[config.mk]
export PLATFORM = sky130hd
export DESIGN_NAME = muldiv_watchdog
export DESIGN_NICKNAME = d
export VERILOG_FILES = /design/src/rtl/muldiv_pkg.sv /design/src/rtl/muldiv_watchdog.sv
export SDC_FILE = /design/constraint.sdc
export NUM_CORES = 1
export LEC_CHECK = 0
export CORE_AREA = 2 2 39 41
export CTS_CLUSTER_DIAMETER = 100
export DETAILED_ROUTE_END_ITERATION = 6
export DIE_AREA = 0 0 41 43
export PLACE_DENSITY = 0.56
export RECOVER_POWER = 25
export SLEW_MARGIN = 20
export SYNTH_ARGS = -nofsm -noshare
export SYNTH_HDL_FRONTEND = slang
export SYNTH_SLANG_ARGS = --single-unit
export TNS_END_PERCENT = 50
[constraint.sdc]
create_clock -name clock -period 2.9 [get_ports clock]
set_input_delay 0.58 -clock clock [delete_from_list [all_inputs] [get_ports clock]]
set_output_delay 0.58 -clock clock [all_outputs]
set_load 0.1 [all_outputs]
[src/rtl/muldiv_pkg.sv]
// muldiv_pkg: shared encodings and constants for the HI/LO multiply/divide sequencer.
package muldiv_pkg;

  // op_sel encodings from the main control unit
  typedef enum logic [1:0] {
    OP_MULT = 2'b00,
    OP_DIV  = 2'b01,
    OP_MTHI = 2'b10,
    OP_MTLO = 2'b11
  } op_sel_e;

  // Sequencer states
  typedef enum logic [1:0] {
    ST_IDLE   = 2'b00,
    ST_LAUNCH = 2'b01,
    ST_WAIT   = 2'b10
  } state_e;

  // Which unit owns the operation in flight
  typedef enum logic {
    UNIT_MUL = 1'b0,
    UNIT_DIV = 1'b1
  } unit_e;

  // Default watchdog limit in WAIT cycles
  localparam int unsigned TIMEOUT_DEFAULT = 64;

  // Divisor check done before the divider is ever started
  function automatic logic is_zero32(input logic [31:0] v);
    return (v == 32'd0);
  endfunction

endpackage

[src/rtl/muldiv_watchdog.sv]
// muldiv_watchdog: WAIT-cycle down-counter that flags expiry of an in-flight op.
// Only instantiated when MULDIV_TIMEOUT_EN is defined.
module muldiv_watchdog
  import muldiv_pkg::*;
#(
  parameter int unsigned TIMEOUT = TIMEOUT_DEFAULT
) (
  input  logic clock,
  input  logic reset,
  input  logic load_i,
  input  logic dec_i,
  output logic expire_o
);

  localparam int CW = $clog2(TIMEOUT + 1);

  logic [CW-1:0] cnt_q;

  // Load the limit on launch, then count down one per WAIT cycle without done
  always_ff @(posedge clock) begin
    if (!reset) begin
      cnt_q <= '0;
    end else if (load_i) begin
      cnt_q <= CW'(TIMEOUT);
    end else if (dec_i && (cnt_q != '0)) begin
      cnt_q <= cnt_q - CW'(1);
    end else begin
      cnt_q <= cnt_q;
    end
  end

  // The last counted cycle is the one that would take the count to zero
  assign expire_o = dec_i && (cnt_q == CW'(1));

endmodule

Word-level counts from Yosys, hierarchy flattened
Index checks and enable logic that the tools add are counted.
{ "word_totals": {"input_bits": 4, "out_inout_bits": 1, "wordCells": 12, "ff_bits": 7} }
{ "op_classes": {"addsub": 1, "n_mux": 2, "n_bitwise": 1, "n_eq_ne": 1, "reduce_logical": 5} }
{ "op_table": {"columns": ["operator", "count"], "rows": [
  ["$mux W7", 2],
  ["$eq A7 B1 Y1 const B", 1],
  ["$reduce_bool A7 Y1", 1],
  ["$sub A7 B1 Y7 const B", 1],
  ["$logic_and A1 B1 Y1", 2],
  ["$reduce_bool A2 Y1", 1],
  ["$reduce_or A2 Y1", 1],
  ["$not A1 Y1", 1]
]} }

Longest topological paths before layout
{ "depth": {"word_depth": 4, "mapped_depth": 5, "mapped_depth_nobuf": 5} }

Worst setup path before layout
OpenSTA, ideal clock, no wires.
{ "synth_timing": {"kind": "register to output", "startpoint": "register cnt_q[2]", "endpoint": "output expire_o", "stages_incl_launch_ff": 4, "path_buffers": 1, "slack_ns": -0.716, "arrival_ns": 3.036, "required_ns": 2.320, "cell_sequence": "dfxtp_1 -> or4_4 -> buf_6 -> nor3_1"} }
{ "synth_via": {"elab_chain_len": 2} }
{ "synth_rtl": {"columns": ["element", "line", "rtl"], "rows": [
  ["start, declared", "muldiv_watchdog.sv:17", "logic [CW-1:0] cnt_q;"],
  ["start signal, assigned", "muldiv_watchdog.sv:24", "cnt_q <= CW'(TIMEOUT);"],
  ["start signal, assigned", "muldiv_watchdog.sv:26", "cnt_q <= cnt_q - CW'(1);"],
  ["start signal, assigned", "muldiv_watchdog.sv:28", "cnt_q <= cnt_q;"],
  ["$eq A7 B1 Y1", "muldiv_watchdog.sv:33", "assign expire_o = dec_i && (cnt_q == CW'(1));"],
  ["$logic_and A1 B1 Y1", "muldiv_watchdog.sv:33", null],
  ["end, declared", "muldiv_watchdog.sv:12", "output logic expire_o"]
]} }
No other way between the ends.

Worst setup path after layout
{ "layout_timing": {"startpoint": "input dec_i", "endpoint": "output expire_o"} }
{ "layout_via": {"elab_chain_len": 1} }
{ "layout_rtl": {"columns": ["element", "line", "rtl"], "rows": [
  ["start, declared", "muldiv_watchdog.sv:11", "input logic dec_i,"],
  ["$logic_and A1 B1 Y1", "muldiv_watchdog.sv:33", null]
]} }
No other way between the ends.

==> reports/qor.csv <==
metric;value;unit
yosysUniqueCellTypes;24;
coreArea;1384;um^2
power_frac_seq;42.4;%
yosysWarningCount;0;
critPathMaxFanout;6;
critPathKind;primary input to output port;
gp_routability_congestion;0.7080;
grt_pass1_vias;304;
syn_area;421.7;um^2
rsz0062_at_grt;false;
crit_path_end_kind;output port;
clk_path_buf_depth;2;
fin_setup_tns;0;ns
portBuffers;4;
hold_path.class;flip-flop to flip-flop;
cts_root_buf;clkbuf_4;
crit_required;2.32;ns
area_growth;20.47;%
grt_pass1_wl;1304;um
vias;342;
synth-seq-cells;7;
cts_setup_buffers;0;
synthTopCellsByArea;dfxtp_1 (33%), mux2i_1 (7.1%), nand2_1 (6.2%), ha_1 (5.9%), nand2b_1 (5.9%);
switching_share;28.96;%
leakage;0.2016;nW
yosysTopAreaCell;dfxtp_1;
htreeDepth;1;
r2r-end;cnt_q[2]$_SDFFE_PP0P_;
worst_setup_path_start_kind;primary input;
period_minus_slack;2.293;ns
p_comb_share;23.3;%
powerDensity;510.5;nW/um^2
syn_area_per_cell;8.784;um^2
synth_nets;54;
grt_usage;12.17;%
top_register;cnt_q;
place_hpwl;583.9;um
pin_count;5;
async_flop_share;0;%
peakVddDrop;0.2589;mV
top_regs;cnt_q: 7 flops;
die_w;41;um
cts.repair.resized;0;
cap_violations;0;
rows;14;
synth_commonest_cells;dfxtp_1 (7), nand2_1 (7), inv_1 (4), nand2b_1 (4);
hold_viol_final;0;
initial_core_util;30.47;%
fin_skew;0.01197;ns
clock_sinks;7;
finalPower;0.2593;mW
ys_seq_area_share;33.23;%
setup_viol;0;
synth_edf_count;0;
cts_inserted_buffers;3;
largest_reg_flops;7;
synthCells;48;
clkPwrFrac;34.3;%
hold_buffers;0;
clkSlewWorstSetupHoldPaths;0.05;ns
drt_iter0_markers;6;
rr_worst_depth;3;
max_slew_margin;55.73;%
timing.rr.start;cnt_q[2]$_SDFFE_PP0P_;
whs_endpoint;cnt_q[1]$_SDFFE_PP0P_;
holdPathStages;2;
worst_pin_slew;0.6627;ns
drive_above_1_share;18.52;%
remaining_drc_errors;0;
cp.arrival;1.71;ns
fmax;436.2;MHz
overflow;0;
status;finished clean;
net-switching-power;0.07511;mW
antenna_found_initial;0;
synth.top_cell.area_share;33.23;%
intPower;0.1842;mW
synthFlopType;dfxtp_1;
reg2reg_slack;1.45;ns
wl_per_cell;10.80;um
postRouteAntennaNets;0;
dr.pass1.iters;4;
dieArea;1763;um^2
nets;61;
cts_tree;done;
final_max_slew_viol_count;0;
avgViaCountPerCell;4.886;
dieHeight;43;um
wirelength;756;um
n_fill_cell;154;
grt_max_degree;12;
min_from;cnt_q[1]$_SDFFE_PP0P_;
n_antenna_cell;0;
worstSkewPairLatency;0.25;ns
final.period_utilization;79.06;%
cells in the final DEF, fill, tap and decap left out:
cell             n
nand2_1          7
dfxtp_1          7
inv_1            4
nand2b_1         4
o211ai_1         3
mux2i_1          3
clkbuf_4         3
o21a_1           2
ha_1             2
clkdlybuf4s50_1  2
or4_4            1
nor3_2           1
or3_2            1
nor2_1           1
or3b_1           1
nor2b_1          1
o41ai_1          1
nor4b_1          1
o21ai_0          1
a21boi_0         1
o211ai_2         1
o21ai_2          1
or2_2            1
o31ai_1          1
clkbuf_1         1
dlygate4sd3_1    1
buf_12           1
worst max-delay path by stage:
stage | from | to | slack, ns | cells past startpoint
detailed placement | dec_i | expire_o | 0.67 | 4
global route | dec_i | expire_o | 0.51 | 4
finish | dec_i | expire_o | 0.61 | 4
global placement | dec_i | expire_o | 0.70 | 4
floorplan | cnt_q[2]$_SDFFE_PP0P_ | expire_o | 0.13 | 3
CTS | cnt_q[2]$_SDFFE_PP0P_ | expire_o | 0.65 | 3
metrics by stage:
step / setup slack, ns / hold WS, ns / std cells / cell area (um^2) / util [%]
floorplan: 0.1310 / 0.4609 / 48 / 426.7 / -
global placement: 0.6974 / 0.4832 / 66 / 481.7 / 34.81
detailed placement: 0.6721 / 0.4918 / 66 / 481.7 / 34.81
CTS: 0.6510 / 0.4987 / 70 / 508.0 / 36.71
global route: 0.5136 / 0.5063 / 70 / 508.0 / 36.71
finish: 0.6074 / 0.4914 / 70 / 508.0 / 36.71
power groups by stage:
stage | registers [mW] | clock network (mW) | logic, mW
after floorplan | 0.110 | 0 | 0.0534
after global placement | 0.112 | 0 | 0.0612
after detailed placement | 0.112 | 0 | 0.0615
after CTS | 0.110 | 0.0940 | 0.0619
after global routing | 0.111 | 0.103 | 0.0680
final | 0.110 | 0.0889 | 0.0605
worst max-delay path, stage by stage:
cell           delay [ns]
dlygate4sd3_1        0.64
nand2_1              0.09
nor3_2               0.19
buf_12               0.21
area by class of cell:
| type | instances | area, um^2 | area share (%) |
|---|---|---|---|
| well taps | 16 | 20.02 | 3.941 |
| inverters | 4 | 15.01 | 2.956 |
| repair buffers | 4 | 50.05 | 9.852 |
| clock buffers | 4 | 26.28 | 5.172 |
| flip-flops and latches | 7 | 140.1 | 27.59 |
| multi-input cells | 35 | 256.5 | 50.49 |
cells by family after synthesis:
kind of cell / count (synthesis) / share of synthesized area (%)
muxes: 3 / 7.122
and+or+nand+nor: 19 / 25.82
AOI/OAI and AO/OA: 11 / 20.77
buffers and inverters: 6 / 7.120
DFF: 7 / 33.23
adders and majority gates: 2 / 5.934
routing by layer:
metal / wire, um / track usage [%] / share of wire (%)
met5: 0 / 0 / 0
met4: 0 / 8.000 / 0
met3: 39 / 9.424 / 5.2
met2: 363 / 15.00 / 48
met1: 353 / 13.92 / 47
No activity file was read; power rests on OpenSTA's default activity.
